File: src/rtl/serial_adder_ctrl_pkg.sv
// Shared state encoding and sizing helpers for the bit-serial adder sequencer.
package serial_adder_ctrl_pkg;

   localparam int STATE_W = 2;

   typedef enum logic [STATE_W-1:0] {
      S_IDLE = 2'd0,
      S_RUN  = 2'd1,
      S_DONE = 2'd2
   } state_t;

   // Bit-counter width; a 1-bit operand still needs a 1-bit counter.
   function automatic int cnt_width(input int width);
      return (width > 1) ? $clog2(width) : 1;
   endfunction

endpackage

File: src/rtl/full_adder_cell.sv
// Combinational 1-bit full adder built from two half adders.
module full_adder_cell (
   input  logic a,
   input  logic b,
   input  logic cin,
   output logic sum,
   output logic cout
);

   logic s0;
   logic c0;
   logic c1;

   half_adder u_ha0 (
      .a    (a),
      .b    (b),
      .sum  (s0),
      .cout (c0)
   );

   half_adder u_ha1 (
      .a    (s0),
      .b    (cin),
      .sum  (sum),
      .cout (c1)
   );

   assign cout = c0 | c1;

endmodule

File: src/rtl/half_adder.sv
// One-bit half adder: the primitive reused by the serial full-adder cell.
module half_adder (
   input  logic a,
   input  logic b,
   output logic sum,
   output logic cout
);

   assign sum  = a ^ b;
   assign cout = a & b;

endmodule

File: src/rtl/serial_adder_ctrl.sv
// Bit-serial WIDTH-bit adder: sequences one full-adder cell over WIDTH cycles, LSB first.
//   state  | meaning
//   IDLE   | waiting for start; last result held on sum/carry_out
//   RUN    | one operand bit pair added per cycle
//   DONE   | one-cycle completion pulse; start here chains straight into RUN
module serial_adder_ctrl
   import serial_adder_ctrl_pkg::*;
#(
   parameter int WIDTH = 8
) (
   input  logic             clk,
   input  logic             rst,
   input  logic             start,
   input  logic [WIDTH-1:0] a,
   input  logic [WIDTH-1:0] b,
   output logic             busy,
   output logic             done,
   output logic [WIDTH-1:0] sum,
   output logic             carry_out
);

   localparam int CW = cnt_width(WIDTH);

   state_t           state_q, state_d;
   logic [WIDTH-1:0] sa_q, sa_d;
   logic [WIDTH-1:0] sb_q, sb_d;
   logic [WIDTH-1:0] sr_q, sr_d;
   logic [WIDTH-1:0] sum_q, sum_d;
   logic             carry_q, carry_d;
   logic             co_q, co_d;
   logic [CW-1:0]    cnt_q, cnt_d;

   logic             fa_sum;
   logic             fa_cout;
   logic [WIDTH:0]   sr_cat;
   logic [WIDTH-1:0] sr_shift;
   logic             last_bit;
   logic             accept;

   full_adder_cell u_fa (
      .a    (sa_q[0]),
      .b    (sb_q[0]),
      .cin  (carry_q),
      .sum  (fa_sum),
      .cout (fa_cout)
   );

   // New sum bit enters at the MSB; formed by concatenation so WIDTH=1 needs no special case.
   assign sr_cat   = {fa_sum, sr_q};
   assign sr_shift = sr_cat[WIDTH:1];
   assign last_bit = (cnt_q == CW'(WIDTH - 1));
   assign accept   = start && ((state_q == S_IDLE) || (state_q == S_DONE));

   always_comb begin
      state_d = state_q;
      sa_d    = sa_q;
      sb_d    = sb_q;
      sr_d    = sr_q;
      sum_d   = sum_q;
      carry_d = carry_q;
      co_d    = co_q;
      cnt_d   = cnt_q;

      case (state_q)
         S_IDLE, S_DONE: begin
            if (accept) begin
               sa_d    = a;
               sb_d    = b;
               sr_d    = '0;
               carry_d = 1'b0;
               cnt_d   = '0;
               state_d = S_RUN;
            end else begin
               state_d = S_IDLE;
            end
         end
         S_RUN: begin
            sa_d    = sa_q >> 1;
            sb_d    = sb_q >> 1;
            sr_d    = sr_shift;
            carry_d = fa_cout;
            cnt_d   = cnt_q + CW'(1);
            if (last_bit) begin
               // Result registers update only here, so they never show a partial sum.
               sum_d   = sr_shift;
               co_d    = fa_cout;
               state_d = S_DONE;
            end
         end
         default: state_d = S_IDLE;
      endcase
   end

   always_ff @(posedge clk or posedge rst) begin
      if (rst) begin
         state_q <= S_IDLE;
         sa_q    <= '0;
         sb_q    <= '0;
         sr_q    <= '0;
         sum_q   <= '0;
         carry_q <= 1'b0;
         co_q    <= 1'b0;
         cnt_q   <= '0;
      end else begin
         state_q <= state_d;
         sa_q    <= sa_d;
         sb_q    <= sb_d;
         sr_q    <= sr_d;
         sum_q   <= sum_d;
         carry_q <= carry_d;
         co_q    <= co_d;
         cnt_q   <= cnt_d;
      end
   end

   assign busy      = (state_q == S_RUN);
   assign done      = (state_q == S_DONE);
   assign sum       = sum_q;
   assign carry_out = co_q;

endmodule

File: config.mk
export PLATFORM = sky130hd
export DESIGN_NAME = serial_adder_ctrl
export DESIGN_NICKNAME = d
export VERILOG_FILES = /design/src/rtl/serial_adder_ctrl_pkg.sv /design/src/rtl/full_adder_cell.sv /design/src/rtl/half_adder.sv /design/src/rtl/serial_adder_ctrl.sv
export SDC_FILE = /design/constraint.sdc
export NUM_CORES = 1
export LEC_CHECK = 0
export CORE_MARGIN = 4
export CORE_UTILIZATION = 40
export DETAILED_ROUTE_END_ITERATION = 12
export HOLD_SLACK_MARGIN = 0.15
export PLACE_DENSITY = 0.68
export SYNTH_ARGS = -nofsm -noshare
export SYNTH_HDL_FRONTEND = slang
export SYNTH_SLANG_ARGS = --single-unit
File: constraint.sdc
create_clock -name clk -period 1.8 [get_ports clk]
set_input_delay 0.36 -clock clk [delete_from_list [all_inputs] [get_ports clk]]
set_output_delay 0.36 -clock clk [all_outputs]
set_load 0.005 [all_outputs]
==> impl_metrics.toml, run 1 <==
[pwr]
p_comb_share_pct = 40.0
clkPwrFrac_pct = 17.3
static-leakage-power_nw = 0.973
ir_worst_vdd_mv = 0.956
p_int_mw = 2.35
p_sw_mw = 1.14
p_total_mw = 3.49
seqPwrFrac_pct = 42.7
power_density_nw_per_um2 = 1680
netSwitchingFraction_pct = 32.6

[sta]
drv_slew = 0
setup_viol = 0
final_hold_viol_count = 0
fin_crit_ns = 1.72
fmax_mhz = 580
slew_headroom_pct = 68.6
tightest_slew_ns = 0.470
period_share_pct = 95.8
setup_tns_ns = 0
finClkSkew_ns = 0.00357
rsz0062_at_grt = "no"

[floorplanning]
core_sq_um = 3800
rows = 22
die_w_microns = 71.9
ios = 30
dieArea_sq_um = 5170
die_h_microns = 71.9
start_util_pct = 43.0

[flow_run]
cap_viol_max_count = 0

[final_layout]
layout_commonest_cell = "dfrtp_1"
final_cell_area_sq_um = 2080
instances_no_fill = 215
area_growth_pct = 27.3
fin_nets = 188
n_antenna_cell = 0
drive_gt1_share_pct = 19.2
layout_common_cells = "dfrtp_1 (38), clkdlybuf4s50_1 (28), inv_1 (12), a21oi_1 (12), mux2_2 (11)"
post-route-util_pct = 54.8

[cts]
cts_max_level = 2
clock_path_buffers = 2
clkSlewWorstSetupHoldPaths_ns = 0.07
cts_tree = "done"
numCtsBuffers = 5
worstSkewPairLatency_ns = 0.29
numClockSinks = 38
clock_tree.root_cell = "clkbuf_8"

[setup_path]
rrSetupSlack_ns = 0.37
critPathLaunch = "state_q[1]"
crit_fanout = 3
r2r_start = "cnt_q[0]"
cp-end-kind = "output pin"
reg2reg_depth = 4
critPathKind = "reg2out"
setup.worst_path.start_class = "flip-flop"
cp.required_ns = 1.44
r2r-end = "sum[5]"
cp.arrival_ns = 1.36

[route]
drt_iter0_drc = 51
via_count = 1097
ant_nets = 0
wl_per_cell_microns = 14.1
viasPerCell = 5.10
firstDrtPassIters = 4
drc = 0
wirelength_microns = 3030

[grt]
grtUsageMet3_pct = 4.57
grt_use_met2_pct = 20.1
globalRoute.totalOverflow = 0
grt_max_degree = 39
gr-usage-all-layers_pct = 13.0
top_usage_layer = "met2"
grt_pass1_vias = 1153
grt_pass1_wl_microns = 5280
grt_util_met1_pct = 17.1
antenna_found_initial = 0

[synth]
yosysTopAreaCell = "dfrtp_1"
async_flop_share_pct = 100
yosys.area.top_type_share_pct = 58.2
synth-seq-cells = 38
yosysWarnings = 0
avgSynthCellArea_sq_um = 12.6
synth.area.top_cells = "dfrtp_1 (58%), mux2_2 (7.6%), a22o_1 (5.4%)"
yosysSeqAreaShare_pct = 58.2
synth_edf_count = 0
syn_area_sq_um = 1630
ys_types = 23
syn-instance-count = 130
yosys_most_used_dff = "dfrtp_1"
synth_nets = 152

[placed_design]
placed_cells = 205
gp_congestion = 0.770
port_buffers = 29
place_area_sq_um = 1970
dp_hpwl_microns = 2090

[outcome]
status = "completed"

[worst_hold_path]
worstHoldPathType = "in2async"
==> power by group through the flow <==
| stage | logic, mW | registers (mW) | clock network [mW] |
|---|---|---|---|
| 2_1_floorplan | 0.986 | 1.46 | 0 |
| 3_3_place_gp | 1.34 | 1.49 | 0 |
| 3_5_place_dp | 1.39 | 1.50 | 0 |
| 4_1_cts | 1.42 | 1.49 | 0.630 |
| 5_1_grt | 1.59 | 1.54 | 0.659 |
| 6_report | 1.40 | 1.49 | 0.602 |
==> through the flow <==
| stage | setup slack (ns) | hold WS (ns) |
|---|---|---|
| after floorplan | 0.459 | 0.466 |
| after global placement | 0.197 | 0.488 |
| after detailed placement | 0.182 | 0.498 |
| after CTS | 0.0525 | 0.495 |
| after global routing | 0.0135 | 0.525 |
| final | 0.0751 | 0.486 |
==> synthesized netlist by cell type, types with 3 or more instances <==
| master | n |
|---|---|
| a21oi_1 | 12 |
| a22o_1 | 10 |
| buf_2 | 4 |
| buf_6 | 3 |
| dfrtp_1 | 38 |
| inv_1 | 12 |
| mux2_2 | 11 |
| mux2i_1 | 4 |
| nand3_1 | 3 |
| nor2b_1 | 3 |
| o21ai_0 | 4 |
| o22ai_1 | 10 |
==> kinds of logic after synthesis <==
logic type,share of synthesized area [%]
simple gates,6.28
fa+ha+maj,2.76
buf+inv,6.51
compound gates,16.2
mux,10.0
flops,58.2
==> flip-flops by register name, summed over array words and instances (netlist names) <==
signal	cells
carry_out	1
carry_q	1
cnt_q	3
sa_q	8
sb_q	8
sr_q	7
state_q	2
sum	8
==> layout make-up <==
cell class / count / area [sq um]
fill: 338 / 1720
sequential: 38 / 951
multi-input combinational: 71 / 577
timing repair buffer: 37 / 349
clock buffer: 6 / 82.6
tap: 48 / 60.1
inverter: 13 / 48.8
clock inverter: 2 / 12.5
==> critical path, stage by stage (launching register included) <==
cell and delay [ns]:
dfrtp_1 0.39, nand2b_4 0.15, inv_2 0.05, clkdlybuf4s50_1 0.49
==> how the worst max path moves through the flow <==
stage	to	slack [ns]	cells after the start
3_3_place_gp	sb_q[6]	0.20	4
2_1_floorplan	carry_out	0.46	4
3_5_place_dp	sa_q[4]	0.18	4
6_report	busy	0.08	3
5_1_grt	busy	0.01	3
4_1_cts	busy	0.05	3
==> per-layer routing <==
layer / vias to the layer above / wire length (microns)
met4: 0 / 42
met1: 532 / 1430
li1: 534 / -
met5: - / 0
met3: 5 / 189
met2: 26 / 1370
==> what timing repair did <==
| item | CTS | global route |
|---|---|---|
| gates resized for setup | 1 | 0 |
| setup endpoints to repair | 2 | 0 |
| hold buffers | 0 | 0 |
| setup buffers | 2 | 0 |
(Power assumes the default switching activity.)
==> run 2, diff against run 1 <==
Settings changed: REMOVE_ABC_BUFFERS from default to 1.
==> run 2 against run 1 <==
Critical path depth down 1. Total power down 1.1%. Non-clock buffer count unchanged.
==> impl_metrics.toml, run 2 (synthesis gave the netlist of run 1 again) <==
[outcome]
status = "completed"

[sta]
slew_headroom_pct = 68.4
tightest_slew_ns = 0.474
finClkSkew_ns = 0.00312
final_hold_viol_count = 0
rsz0062_at_grt = "no"
setup_tns_ns = 0
period_share_pct = 95.3
fmax_mhz = 583
fin_crit_ns = 1.72
drv_slew = 0
timing.hold.ws_ns = 0.507
setup_viol = 0

[setup_path]
critPathTopFamily = "buffers and inverters"
max_stage_delay_ns = 0.51
crit_fanout = 3
cp-end-kind = "output pin"
reg2reg_depth = 4
cp.arrival_ns = 1.36
cp.required_ns = 1.44
rrSetupSlack_ns = 0.35
r2r-end = "sum[2]"
setup.worst_path.start_class = "flip-flop"
critPathKind = "reg2out"
cp_cell_sequence = "nor2b_1 > clkdlybuf4s50_1"
r2r_start = "cnt_q[0]"
slowest_stage = "clkdlybuf4s50_1"
crit_end = "done"
crit_buf_inv = 1
cp.depth = 2
critPathLaunch = "state_q[0]"

[final_layout]
n_antenna_cell = 0
layout_common_cells = "dfrtp_1 (38), clkdlybuf4s50_1 (28), inv_1 (12), a21oi_1 (12), mux2_2 (11)"
layout_commonest_cell = "dfrtp_1"
area_growth_pct = 26.4
fin_nets = 188
post-route-util_pct = 54.4
instances_no_fill = 214
drive_gt1_share_pct = 17.5

[placed_design]
port_buffers = 29
dp_hpwl_microns = 2280
placed_cells = 206
gp_congestion = 0.752

[cts]
worstSkewPairLatency_ns = 0.28
numClockSinks = 38
cts_max_level = 2
clock_tree.root_cell = "clkbuf_8"
cts_tree = "done"
clkSlewWorstSetupHoldPaths_ns = 0.07
numCtsBuffers = 5
clock_path_buffers = 2

[floorplanning]
dieArea_sq_um = 5170
ios = 30
die_w_microns = 71.9
core_sq_um = 3800
start_util_pct = 43.0
die_h_microns = 71.9
rows = 22

[pwr]
p_sw_mw = 1.14
power_density_nw_per_um2 = 1670
p_int_mw = 2.31
ir_worst_vdd_mv = 0.788
static-leakage-power_nw = 0.965
clkPwrFrac_pct = 15.7
netSwitchingFraction_pct = 33.0
seqPwrFrac_pct = 43.7
p_comb_share_pct = 40.6

[grt]
gr-usage-all-layers_pct = 13.9
antenna_found_initial = 0
grt_max_degree = 39
grt_pass1_wl_microns = 5600
globalRoute.totalOverflow = 0
grt_pass1_vias = 1194

[route]
drc = 0
firstDrtPassIters = 4
wirelength_microns = 3220
wl_per_cell_microns = 15.0
ant_nets = 0
drt_iter0_drc = 35
viasPerCell = 5.38
via_count = 1151

[worst_hold_path]
worstHoldPathType = "reg2reg"

[flow_run]
cap_viol_max_count = 0
## run 2: cell type report
class | instances | area (sq um)
fill | 324 | 1730
sequential | 38 | 951
multi-input combinational | 71 | 577
timing repair buffer | 37 | 353
clock buffer | 7 | 76.3
tap | 48 | 60.1
inverter | 13 | 48.8
## run 2: repair_timing
| action | CTS | global route |
|---|---|---|
| hold buffers | 0 | 0 |
| setup endpoints to repair | 0 | 1 |
| setup buffers | 0 | 1 |
| endpoints found under the hold margin | 0 | 0 |
| resized for setup | 0 | 1 |
## run 2: how the worst min path moves through the flow
stage	from	endpoint	slack, ns	depth (start not counted)
floorplan	cnt_q[0]	cnt_q[0]	0.47	1
global placement	sum[4]	sum[4]	0.49	1
detailed placement	sum[4]	sum[4]	0.50	1
CTS	cnt_q[0]	cnt_q[0]	0.51	1
global route	sum[4]	sum[4]	0.53	1
finish	sum[4]	sum[4]	0.51	1
## run 2: through the flow
stage | cell area (sq um) | power, mW | setup slack (ns)
2_1_floorplan | 1580 | 2.35 | 0.404
3_3_place_gp | 1980 | 2.85 | 0.218
3_5_place_dp | 1980 | 2.94 | 0.185
4_1_cts | 2060 | 3.49 | 0.0149
5_1_grt | 2070 | 3.73 | 0.00190
6_report | 2070 | 3.45 | 0.0844
## run 2: metal layers
metal	vias to the layer above	share of wire (%)	global-route usage, %
met5	-	0	0
met4	0	1.5	4.59
met3	7	5.1	4.43
met2	39	49	22.8
met1	565	44	17.4
li1	540	-	-
## run 2: power by group through the flow
stage	Combinational [mW]	Clock (mW)	Sequential [mW]
final	1.40	0.541	1.51
after global routing	1.56	0.606	1.56
after CTS	1.42	0.555	1.51
after detailed placement	1.42	0	1.52
after global placement	1.35	0	1.50
after floorplan	0.867	0	1.48
==> run 3, diff against run 2 <==
Settings changed: ABC_CLOCK_PERIOD_IN_PS from default to 1800, HOLD_SLACK_MARGIN 0.15 to 0.1.
==> results of run 3 <==
No change in the layout: final DEF, timing and power equal those of run 2.
